**src/rtl/boot_stream_ctrl.sv**
```systemverilog
// -----------------------------------------------------------------------------
// boot_stream_ctrl
//   Feeds the boot ROM image into pcw_core's download port. A rising edge on
//   start (registered) copies ROM_LEN bytes from a synchronous ROM into core
//   RAM starting at DN_BASE, one byte per FETCH/LOAD/STROBE sequence. After
//   the last byte, execute_enable pulses for one clock and done is raised.
//   A start edge during a load aborts it and restarts from byte 0.
//
// Optional feature (macro BOOT_CHECKSUM_EN):
//   Accumulates an 8-bit modulo sum of the written bytes. On a mismatch with
//   CHECKSUM the load finishes with boot_err = 1 and no execute_enable.
//
// Ports:
//   clk_sys        in   system clock, rising edge
//   reset_n        in   asynchronous active-low reset
//   start          in   boot request, rising edge starts/restarts a load
//   model          in   ROM image select, sampled on the start edge
//   rom_model      out  latched image select for the ROM
//   rom_addr       out  ROM byte index
//   rom_data       in   ROM data, valid one clock after rom_addr changes
//   dn_go          out  high for the whole load
//   dn_wr          out  core write strobe
//   dn_addr        out  core write address
//   dn_data        out  core write data
//   dn_wait        in   core stall, stretches dn_wr while high
//   execute_addr   out  constant EXEC_ADDR
//   execute_enable out  one-clock pulse after a completed load
//   done           out  high after a completed load until the next start edge
//   boot_err       out  checksum mismatch (BOOT_CHECKSUM_EN only)
// -----------------------------------------------------------------------------
module boot_stream_ctrl #(
   parameter int unsigned       ROM_LEN   = 276,
   parameter int unsigned       ADDR_W    = 16,
   parameter logic [ADDR_W-1:0] DN_BASE   = '0,
   parameter logic [15:0]       EXEC_ADDR = 16'h0000
`ifdef BOOT_CHECKSUM_EN
   ,parameter logic [7:0]       CHECKSUM  = 8'h00
`endif
) (
   input  logic              clk_sys,
   input  logic              reset_n,
   input  logic              start,
   input  logic              model,
   output logic              rom_model,
   output logic [ADDR_W-1:0] rom_addr,
   input  logic [7:0]        rom_data,
   output logic              dn_go,
   output logic              dn_wr,
   output logic [ADDR_W-1:0] dn_addr,
   output logic [7:0]        dn_data,
   input  logic              dn_wait,
   output logic [15:0]       execute_addr,
   output logic              execute_enable,
   output logic              done
`ifdef BOOT_CHECKSUM_EN
   ,output logic             boot_err
`endif
);

   typedef enum logic [2:0] {
      S_IDLE,
      S_FETCH,
      S_LOAD,
      S_STROBE,
      S_FINISH
   } state_t;

   // Index of the final byte; ROM_LEN may be 2^ADDR_W so the cast is exact.
   localparam logic [ADDR_W-1:0] LAST_IDX = ADDR_W'(ROM_LEN - 1);

   state_t              state_q, state_d;
   logic                start_q;
   logic                start_edge;
   logic                rom_model_q, rom_model_d;
   // The byte index and the ROM address always move together, so one
   // register serves as both.
   logic [ADDR_W-1:0]   idx_q, idx_d;
   logic                dn_go_q, dn_go_d;
   logic                dn_wr_q, dn_wr_d;
   logic [ADDR_W-1:0]   dn_addr_q, dn_addr_d;
   logic [7:0]          dn_data_q, dn_data_d;
   logic                exec_en_q, exec_en_d;
   logic                done_q, done_d;
`ifdef BOOT_CHECKSUM_EN
   logic [7:0]          sum_q, sum_d;
   logic                boot_err_q, boot_err_d;
`endif

   // start_q resets to 0, so start held high through reset release is seen
   // as an edge on the first clock: this is the power-on boot path.
   assign start_edge = start & ~start_q;

   always_comb begin
      // NOTE: every next-state signal gets a default before any branch so no
      // path leaves one unassigned, which would infer a latch.
      state_d     = state_q;
      rom_model_d = rom_model_q;
      idx_d       = idx_q;
      dn_go_d     = dn_go_q;
      dn_wr_d     = dn_wr_q;
      dn_addr_d   = dn_addr_q;
      dn_data_d   = dn_data_q;
      exec_en_d   = 1'b0;
      done_d      = done_q;
`ifdef BOOT_CHECKSUM_EN
      sum_d       = sum_q;
      boot_err_d  = boot_err_q;
`endif

      if (start_edge) begin
         // Start and abort/restart share one path; it also pre-empts FINISH,
         // so a restart there suppresses the execute pulse.
         idx_d       = '0;
         dn_go_d     = 1'b1;
         dn_wr_d     = 1'b0;
         done_d      = 1'b0;
         rom_model_d = model;
         state_d     = S_FETCH;
`ifdef BOOT_CHECKSUM_EN
         sum_d       = '0;
         boot_err_d  = 1'b0;
`endif
      end else begin
         unique case (state_q)
            S_IDLE: ;
            // One clock for the synchronous ROM to present rom_data.
            S_FETCH: state_d = S_LOAD;
            S_LOAD: begin
               dn_data_d = rom_data;
               dn_addr_d = DN_BASE + idx_q;
               dn_wr_d   = 1'b1;
               state_d   = S_STROBE;
            end
            S_STROBE: begin
               // While dn_wait is high the strobe, address and data hold.
               if (!dn_wait) begin
                  dn_wr_d = 1'b0;
`ifdef BOOT_CHECKSUM_EN
                  sum_d   = sum_q + dn_data_q;
`endif
                  if (idx_q == LAST_IDX) begin
                     state_d = S_FINISH;
                  end else begin
                     idx_d   = idx_q + ADDR_W'(1);
                     state_d = S_FETCH;
                  end
               end
            end
            S_FINISH: begin
               dn_go_d = 1'b0;
               done_d  = 1'b1;
               state_d = S_IDLE;
`ifdef BOOT_CHECKSUM_EN
               exec_en_d  = (sum_q == CHECKSUM);
               boot_err_d = (sum_q != CHECKSUM);
`else
               exec_en_d  = 1'b1;
`endif
            end
            default: state_d = S_IDLE;
         endcase
      end
   end

   // NOTE: state registers use non-blocking assignments so every flop samples
   // the pre-edge values regardless of statement order.
   always_ff @(posedge clk_sys or negedge reset_n) begin
      if (!reset_n) begin
         state_q     <= S_IDLE;
         start_q     <= 1'b0;
         rom_model_q <= 1'b0;
         idx_q       <= '0;
         dn_go_q     <= 1'b0;
         dn_wr_q     <= 1'b0;
         dn_addr_q   <= '0;
         dn_data_q   <= '0;
         exec_en_q   <= 1'b0;
         done_q      <= 1'b0;
`ifdef BOOT_CHECKSUM_EN
         sum_q       <= '0;
         boot_err_q  <= 1'b0;
`endif
      end else begin
         state_q     <= state_d;
         start_q     <= start;
         rom_model_q <= rom_model_d;
         idx_q       <= idx_d;
         dn_go_q     <= dn_go_d;
         dn_wr_q     <= dn_wr_d;
         dn_addr_q   <= dn_addr_d;
         dn_data_q   <= dn_data_d;
         exec_en_q   <= exec_en_d;
         done_q      <= done_d;
`ifdef BOOT_CHECKSUM_EN
         sum_q       <= sum_d;
         boot_err_q  <= boot_err_d;
`endif
      end
   end

   assign rom_model      = rom_model_q;
   assign rom_addr       = idx_q;
   assign dn_go          = dn_go_q;
   assign dn_wr          = dn_wr_q;
   assign dn_addr        = dn_addr_q;
   assign dn_data        = dn_data_q;
   assign execute_addr   = EXEC_ADDR;
   assign execute_enable = exec_en_q;
   assign done           = done_q;
`ifdef BOOT_CHECKSUM_EN
   assign boot_err       = boot_err_q;
`endif

endmodule

```
**config.mk**
```make
export PLATFORM = sky130hd
export DESIGN_NAME = boot_stream_ctrl
export DESIGN_NICKNAME = d
export VERILOG_FILES = /design/src/rtl/boot_stream_ctrl.sv
export SDC_FILE = /design/constraint.sdc
export NUM_CORES = 1
export LEC_CHECK = 0
export BUFFER_PORTS_ARGS = -buffer_cell sky130_fd_sc_hd__buf_2
export CAP_MARGIN = 20
export CORE_MARGIN = 4
export CORE_UTILIZATION = 54
export DETAILED_ROUTE_END_ITERATION = 8
export PLACE_DENSITY = 0.84
export SETUP_SLACK_MARGIN = 0.05
export SLEW_MARGIN = 20
export SYNTH_ARGS = -nofsm -noshare
export SYNTH_HDL_FRONTEND = slang
export SYNTH_SLANG_ARGS = --single-unit
```
**constraint.sdc**
```tcl
create_clock -name clk_sys -period 5.05 [get_ports clk_sys]
set_clock_uncertainty 0.2 [all_clocks]
set_input_delay 1.01 -clock clk_sys [delete_from_list [all_inputs] [get_ports clk_sys]]
set_output_delay 1.01 -clock clk_sys [all_outputs]
set_load 0.005 [all_outputs]
```
After elaboration in Yosys (flattened, before gate mapping)
Index checks and enable logic that the tools add are counted.
Operators by class
  add/sub/neg operators: 1
  equality and inequality tests: 9
  muxes and demuxes: 17
  bitwise gates (word level): 3
  reductions and logical operators: 8
Operators with widths (count)
  2-to-1 mux 16 bit: 4
  adder 16 x 1 -> 16 bit (second input constant): 1
  equality test 16 x 9 -> 1 bit (second input constant): 1
  one-hot mux 3 bit (4 select lines): 1
  2-to-1 mux 3 bit: 3
  2-to-1 mux 1 bit: 8
  equality test 3 x 2 -> 1 bit (second input constant): 2
  AND reduction 2 bit: 3
  != test 2 bit (second input constant): 2
  nonzero test 2 bit: 2
  equality test 3 x 1 -> 1 bit (second input constant): 1
  equality test 3 bit (second input constant): 1
  zero test 3 bit: 1
  != test 3 bit (second input constant): 1
  AND reduction 3 bit: 1
  nonzero test 3 bit: 1
  != test 2 x 1 -> 1 bit (second input constant): 1
  NOT 1 bit: 2
  one-hot mux 1 bit (2 select lines): 1
  bitwise AND 1 bit: 1
Word-level totals
  register bits after elaboration: 49
  input port bits: 13
  output and inout bits: 61

Depth between registers and ports, before layout
Gate-level depths: netlist of run 1.
  depth after elaboration: 5
  gate-level depth with buffers: 6
  depth with buffers taken out: 5

Worst setup path after synthesis of run 1
Ideal clock, no wire load.
  path kind: input to register
  start: in dn_wait
  end: reg idx_q[15] (netlist: rom_addr[15])
  data arrival time: 2.017 ns
  required time: 4.730 ns
  setup slack: 2.712 ns
  stages on the path: 5
  path buffers: 1
  cell sequence: nand4bb_1 -> buf_2 -> nor4_4 -> a31oi_1 -> a41o_1
On the way
  longest elaborated chain between the ends: 2
Ends and longest elaborated chain
  start: declaration: line 51  | input logic dn_wait,
  != test 2 x 1 -> 1 bit (no line)
  AND reduction 3 bit (no line)
  end signal: assignment: line 187  | idx_q <= idx_d;
  end: declaration: line 77  | logic [ADDR_W-1:0] idx_q, idx_d;
Every way passes these cells.
A chain may end at the register's enable or synchronous reset.

Worst setup path after layout of run 1
  start: in start
  end: reg dn_addr_q[4] (netlist: dn_addr[4])
On the way
  longest elaborated chain between the ends: 3
Ends and longest elaborated chain
  start: declaration: line 42  | input logic start,
  bitwise AND 1 bit: line 91  | assign start_edge = start & ~start_q;
  NOT 1 bit (no line)
  AND reduction 2 bit (no line)
  end signal: assignment: line 190  | dn_addr_q <= dn_addr_d;
  end: declaration: line 80  | logic [ADDR_W-1:0] dn_addr_q, dn_addr_d;
Every way passes these cells.

==> results of run 1 <==
-- worst max-delay path by stage --
stage | from | slack (ns) | to | depth (start not counted)
2_1_floorplan | dn_wait | 2.71 | rom_addr[15] | 5
3_3_place_gp | start | 1.86 | dn_addr[8] | 4
3_5_place_dp | start | 1.71 | dn_data[0] | 4
4_1_cts | start | 2.04 | dn_data[0] | 4
5_1_grt | start | 1.91 | dn_addr[10] | 4
6_report | start | 2.12 | dn_addr[4] | 4
-- layout by cell type, fill, tap and decap left out, drive strengths merged, types with 2 or more instances in the layout --
cell type  synthesis  final
dfrtp             49     49
clkbuf             4      6
conb               1     16
nor4               6      6
a31oi              2      2
mux2              24     24
inv                2      3
o21ai              3      3
nor4b              3      3
a21oi              8      8
nand2b             2      2
xnor2              4      4
a31o               6      6
nor2              21     21
a41o               3      3
nand4              3      3
nand2             24     24
buf               20     58
nor3               5      5
nand3              3      3
-- cells by family (layout without fill, tap and decap cells) --
logic type	after synthesis	count (layout)	share of synthesized area, %
and+or+nand+nor	75	75	18.1
DFF	49	49	53.7
buffers and inverters	26	68	7.12
muxes	24	24	11.8
AOI/OAI and AO/OA	22	22	6.58
xor gates and xnor gates	5	5	1.92
adders and majority gates	1	1	0.548
other	1	16	0.164
-- sequential cells by signal, summed over array words and instances (netlist names), 3 cells and up --
signal / flops
state_q: 3
dn_addr: 16
rom_addr: 16
dn_data: 8
-- critical path, delay by kind of cell --
family                 cells  cell delay [ns]
and+or+nand+nor            2             1.22
buffers and inverters      1             0.11
muxes                      1             0.56
-- final cells by class --
type,count,share of cell area (%)
clock inverters,2,0.524
multi-input cells,143,36.2
inverters,2,0.286
clock buffers,6,2.76
repair buffers,58,11.2
flip-flops and latches,49,46.6
well taps,50,2.38
-- report_power, final --
part | switching [µW] | internal [µW] | total (µW)
registers | 36.8 | 444 | 481
logic | 80.3 | 83.0 | 163
clock network | 124 | 98.7 | 223
-- per-stage QoR --
step                std cells  area, µm²  util (%)  hold WS (ns)  total power, µW
floorplan                 218       2340         -         0.268              583
global placement          302       2540      62.6         0.268              648
detailed placement        302       2540      62.6         0.268              657
CTS                       310       2630      64.7         0.292              881
global route              310       2630      64.8         0.312              920
finish                    310       2630      64.8         0.284              867
-- per-layer routing --
metal / GRT usage, % / up-vias / share of wire (%)
li1: - / 787 / -
met1: 21.8 / 809 / 40
met2: 29.7 / 70 / 51
met3: 4.27 / 6 / 6.9
met4: 6.76 / 0 / 1.6
met5: 0 / - / 0
==> impl_metrics.tcl, run 1 <==
set metrics [dict create \
    drtPass1Iterations 5 \
    start_util_pct 56.3 \
    dp_hpwl_mm 3.15 \
    htree_levels 2 \
    synth_edf_count 0 \
    syn_to_final_growth_pct 15.1 \
    syn_area_um2 2280 \
    cts_tree "done" \
    hold_class "register to register" \
    worst_pin_slew_ns 1.02 \
    ys_top_cells_by_area "dfrtp_1 54%, mux2_1 6.4%, mux2_2 5.4%, buf_4 5.3%, nand2_1 3.9%" \
    core_um2 4060 \
    cellPowerDensity_nw_per_um2 330 \
    path_clk_slew_ns 0.08 \
    async_flop_share_pct 100 \
    drive_above_1_share_pct 31.2 \
    post_drt_wl_per_cell_um 14.2 \
    diodes 0 \
    reg2reg_depth 3 \
    crit_path_end_kind "register" \
    dieArea_um2 5330 \
    synthesis.instances 203 \
    r2r_slack_ns 2.51 \
    drt-vias-per-instance 5.39 \
    syn_area_per_cell_um2 11.2 \
    nFillCells 346 \
    wl_mm 4.40 \
    fin_crit_ns 2.93 \
    yosysSeqAreaShare_pct 53.7 \
    hold_path_end "dn_go" \
    cp_cell_sequence "buf_2 > nand2b_1 > nand2_1 > mux2_1" \
    worstPathRequired_ns 5.03 \
    ctsHoldBuffers 0 \
    fmax_ghz 0.341 \
    setup_tns_ns 0 \
    ff_latch_area_um2 1230 \
    gp_congestion 0.810 \
    critical_path_class "primary input to register" \
    relSlewSlack_pct 31.7 \
    r2r-end "dn_addr[4]" \
    period_share_pct 58.0 \
    grt_usage_pct 17.7 \
    multi_input_area_um2 951 \
    fin_nets 273 \
    crit_arrival_ns 2.91 \
    die_w_um 73.0 \
    io_buffers 57 \
    max_cap_viol_count 0 \
    netlist_top_cells_count "49 x dfrtp_1, 24 x nand2_1, 21 x nor2_1" \
    grt_pass1_vias 1521 \
    grt_pass1_wl_mm 7.24 \
    place_ws_ns 1.71 \
    synth_top_area_share_pct 53.7 \
    yosysWarnings 0 \
    worstPathMaxFanout 24 \
    cp_slowest_cell "nand2_1" \
    reg2reg_from "start_q" \
    antenna_found_initial 0 \
    num_vias 1672 \
    clock-sinks 49 \
    rsz0062_at_grt "no" \
    clock_latency_ns 0.30 \
    min_from "dn_go" \
    route.detailed.drc 0 \
    grt_max_degree 50 \
    synth.distinct_cells 36 \
    ant_nets 0 \
    ys_ff_latch 49 \
    p_leak_uw 0.00142 \
    worst_slack_ns 2.12 \
    io_pins 74 \
    cts_buffers 5 \
    rows 23 \
    hold_viol_final 0 \
    cts.repair.resized 0 \
    gr-total-overflow 0 \
    synth_area_leader_cell "dfrtp_1" \
    crit_path_max_incr_delay_ns 0.78 \
    cts_setup_buffers 0 \
    cts_max_path_buffers 2 \
    hold_depth 2 \
    cts-root-buf "clkbuf_8" \
    setup-violations-final 0 \
    status "finished, final reports clean" \
    crit_path_start_kind "primary input" \
    slew_violations 0 \
    drt_iter0_drc 100 \
    yosysMostFrequentCell "dfrtp_1" \
    ys.flop_type "dfrtp_1" \
    die_h_um 73.0 \
    ir_drop_v 0.000265 \
]
Power figures use the tool's default switching activity.
==> run 2, diff against run 1 <==
Settings changed: CORE_UTILIZATION 54 to 50, PLACE_DENSITY 0.84 to 0.79.
Clock period 5.05 ns to 2.7 ns, I/O delays scaled along.
==> impl_metrics.tcl, run 2 (synthesis results as in run 1) <==
set metrics [dict create \
    cts_max_path_buffers 2 \
    ctsHoldBuffers 0 \
    period_share_pct 80.8 \
    num_vias 1620 \
    dpl_cell_area_um2 2580 \
    slew_violations 0 \
    fin_cells 316 \
    fmax_ghz 0.458 \
    htree_levels 2 \
    wl_mm 4.49 \
    antenna_found_initial 0 \
    hold_class "primary input to asynchronous set/reset pin" \
    io_pins 74 \
    grt_usage_pct 17.8 \
    ir_drop_v 0.000411 \
    cts_tree "done" \
    dp_cells 309 \
    drive_above_1_share_pct 32.2 \
    start_util_pct 52.1 \
    max_cap_viol_count 0 \
    syn_to_final_growth_pct 16.8 \
    wl_met2_mm 2.23 \
    grt_max_degree 40 \
    post_drt_wl_per_cell_um 14.2 \
    cts_setup_buffers 0 \
    cts-root-buf "clkbuf_8" \
    final_common_cell "buf_2" \
    worstPathRequired_ns 2.67 \
    hold_ws_ns 0.153 \
    drt-vias-per-instance 5.13 \
    setup_tns_ns 0 \
    top_layer_used "met4" \
    crit_path_end_kind "register" \
    cellPowerDensity_nw_per_um2 608 \
    p_leak_uw 0.00144 \
    cts_buffers 5 \
    fin_nets 278 \
    drt_iter0_drc 98 \
    crit_arrival_ns 2.16 \
    design_area_um2 2670 \
    worstPathMaxFanout 10 \
    status "finished, final reports clean" \
    route.detailed.drc 0 \
    reg2reg_depth 5 \
    path_clk_slew_ns 0.08 \
    fin_util_pct 60.8 \
    io_buffers 57 \
    dp_hpwl_mm 3.29 \
    ant_nets 0 \
    cts.repair.resized 0 \
    die_h_um 75.6 \
    r2r-end "state_q[0]" \
    critical_path_class "register to register" \
    drtPass1Iterations 4 \
    nFillCells 372 \
    grt_pass1_vias 1542 \
    worst_pin_slew_ns 0.851 \
    core_um2 4380 \
    ff_latch_area_um2 1230 \
    gr-total-overflow 0 \
    dr_wl_met3_um 252 \
    clock-sinks 49 \
    multi_input_area_um2 951 \
    crit_path_start_kind "register" \
    wl_met1_mm 1.93 \
    hold_viol_final 0 \
    grt_pass1_wl_mm 7.58 \
    diodes 0 \
    gp_congestion 0.797 \
    rows 24 \
    r2r_slack_ns 0.52 \
    reg2reg_from "rom_addr[0]" \
    dieArea_um2 5710 \
    die_w_um 75.6 \
    fin_crit_ns 2.18 \
    final_cell_mix "57 x buf_2, 49 x dfrtp_1, 24 x nand2_1" \
    rsz0062_at_grt "no" \
    relSlewSlack_pct 43.3 \
    clock_latency_ns 0.29 \
    setup-violations-final 0 \
]
==> run 2: cell types whose count changed in the layout (fill, tap and decap cells not counted), sizes merged <==
cell	change
inv	-1
clkinv	-1
buf	+5
clkbuf	+1
==> run 2: how the worst max path moves through the flow <==
stage / from / endpoint
2_1_floorplan: dn_wait / rom_addr[15]
3_3_place_gp: dn_wait / rom_addr[12]
3_5_place_dp: rom_addr[0] / state_q[0]
4_1_cts: rom_addr[0] / state_q[0]
5_1_grt: rom_addr[0] / state_q[0]
6_report: rom_addr[0] / state_q[0]
==> run 2: cell type report <==
class	instances	area share [%]
clock buffers	7	3.24
multi-input cells	143	35.7
flip-flops and latches	49	46.0
inverters	2	0.282
well taps	52	2.44
repair buffers	63	12.4
==> run 2: where the power goes <==
group          switching (µW)  internal, µW
sequential               63.2           831
combinational             153           162
clock                     209           203
==> run 2: worst max-delay path, cell delays in order, from the launching register on <==
cell     delay, ns
dfrtp_1       0.49
ha_1          0.24
nor4b_1       0.32
nand4_1       0.42
nor3b_1       0.30
o21ai_1       0.09
==> run 2: per-layer routing <==
layer	global-route usage, %	up-vias
met5	0	-
met3	3.83	4
met2	28.0	50
met4	7.57	0
met1	24.1	767
li1	-	799
==> run 2: stage by stage <==
step / worst slack [ns] / power, µW
after global placement: 0.647 / 1220
after global routing: 0.250 / 1730
after floorplan: 0.832 / 1090
after CTS: 0.531 / 1650
final: 0.518 / 1620
after detailed placement: 0.572 / 1230
==> run 3, diff against run 2 <==
Settings changed: CORE_UTILIZATION 50 to 45, PLACE_DENSITY 0.79 to 0.75.
Clock period 2.7 ns to 1.9 ns, I/O delays scaled along.
==> impl_metrics.tcl, run 3 (synthesis results as in run 1) <==
set metrics [dict create \
    cp_slowest_cell "dlygate4sd3_1" \
    final_cell_mix "57 x buf_2, 47 x dfrtp_1, 23 x nand2_1" \
    drive_above_1_share_pct 39.6 \
    setup_tns_ns 0 \
    worstPathRequired_ns 1.89 \
    place_ws_ns 0.0101 \
    crit_path_end_kind "register" \
    start_util_pct 47.4 \
    swShare_pct 28.4 \
    antenna_found_initial 0 \
    clock_latency_ns 0.30 \
    drt-vias-per-instance 5.01 \
    rsz0062_at_grt "yes" \
    p_sw_uw 682 \
    cp_cell_sequence "dlygate4sd3_1 > buf_2 > nand2b_4 > nand2_2 > clkbuf_16 > mux2_1" \
    gr-total-overflow 0 \
    setup.worst_path.start "start" \
    final_common_cell "buf_2" \
    fin_nets 298 \
    grt_pass1_wl_mm 8.07 \
    ant_nets 0 \
    die_w_um 79.2 \
    drt_iter0_drc 110 \
    setup-violations-final 0 \
    cts_buffers 5 \
    cts_tree "done" \
    worstPathMaxFanout 11 \
    cts_max_path_buffers 2 \
    crit_path_max_incr_delay_ns 0.53 \
    post_drt_wl_per_cell_um 14.6 \
    cts-root-buf "clkbuf_8" \
    worst_slack_ns 0.101 \
    htree_levels 2 \
    max_cap_viol_count 0 \
    num_vias 1763 \
    comb_power_share_pct 22.8 \
    io_buffers 57 \
    drtPass1Iterations 5 \
    critical_path_class "primary input to register" \
    hold_viol_final 0 \
    slew_violations 0 \
    hold_class "primary input to register" \
    p_leak_uw 0.00157 \
    cellPowerDensity_nw_per_um2 820 \
    gp_congestion 0.837 \
    min_from "model" \
    core_um2 4820 \
    wl_mm 5.13 \
    dieArea_um2 6280 \
    period_share_pct 94.7 \
    rows 25 \
    syn_to_final_growth_pct 28.3 \
    reg2reg_from "state_q[2]" \
    nFillCells 413 \
    io_pins 74 \
    status "finished, final reports clean" \
    clock-sinks 49 \
    crit_arrival_ns 1.79 \
    cp_num_buf_inv 3 \
    cell_internal_pwr_uw 1720 \
    diodes 0 \
    path_clk_slew_ns 0.09 \
    ir_drop_v 0.000609 \
    fmax_ghz 0.556 \
    route.detailed.drc 0 \
    fin_crit_ns 1.80 \
    grt_max_degree 24 \
    crit_path_start_kind "primary input" \
    p_seq_share_pct 52.1 \
    grt_pass1_vias 1638 \
    die_h_um 79.2 \
    clkPwrFrac_pct 25.1 \
    dp_hpwl_mm 3.60 \
    grt_usage_pct 16.4 \
    critPathTopFamily "buffers and inverters" \
]
[run 3: tightest hold or removal path, delay by kind of cell]
family,cells,cell delay [ns]
buf+inv,1,0.07
simple gates,2,0.09
[run 3: layer usage]
metal	wire length, µm	global-route usage (%)	vias up
met5	0	0	-
met4	30	5.15	0
met3	308	3.51	2
met2	2570	27.9	58
met1	2220	21.0	862
li1	-	-	841
[run 3: worst paths after layout]
check / slack, ns / cells past startpoint / to
worst max-delay path: 0.10 / 6 / dn_addr[13]
worst min-delay path: 0.06 / 3 / rom_model
worst max register to register: 0.11 / 6 / rom_addr[10]
worst min register to register: 0.28 / 2 / rom_model
max in group asynchronous: 0.70 / 3 / rom_addr[5]
min in group asynchronous: 0.32 / 2 / dn_data[4]
[run 3: timing repair]
| action | CTS | global route |
|---|---|---|
| buffers inserted | 0 | 3 |
| endpoints found under the hold margin | 14 | 0 |
| hold buffers | 2 | 0 |
| resized for setup | 0 | 9 |
| setup endpoints to repair | 0 | 33 |
[run 3: cell type report]
type                       instances  area (µm²)  share of cell area (%)
sequential                        49        1230                    41.9
multi-input combinational        143         995                    34.0
timing repair buffer              83         528                    18.0
tap                               67        83.8                    2.86
clock buffer                       5        68.8                    2.35
clock inverter                     3        17.5                   0.598
inverter                           2        7.51                   0.256
[run 3: through the flow]
stage	util, %	instances	hold slack (ns)	cell area [µm²]	power (µW)
after floorplan	-	218	-0.116	2340	1550
after global placement	56.6	338	0.115	2730	1780
after detailed placement	56.6	338	0.117	2730	1800
after CTS	58.9	348	0.0578	2840	2410
after global routing	60.8	352	0.0718	2930	2540
final	60.8	352	0.0649	2930	2400
[run 3: power groups by stage]
| stage | registers, µW | logic (µW) | clock network, µW |
|---|---|---|---|
| floorplan | 1300 | 249 | 0 |
| global placement | 1270 | 513 | 0 |
| detailed placement | 1270 | 527 | 0 |
| CTS | 1250 | 531 | 622 |
| global route | 1270 | 606 | 667 |
| finish | 1250 | 549 | 602 |
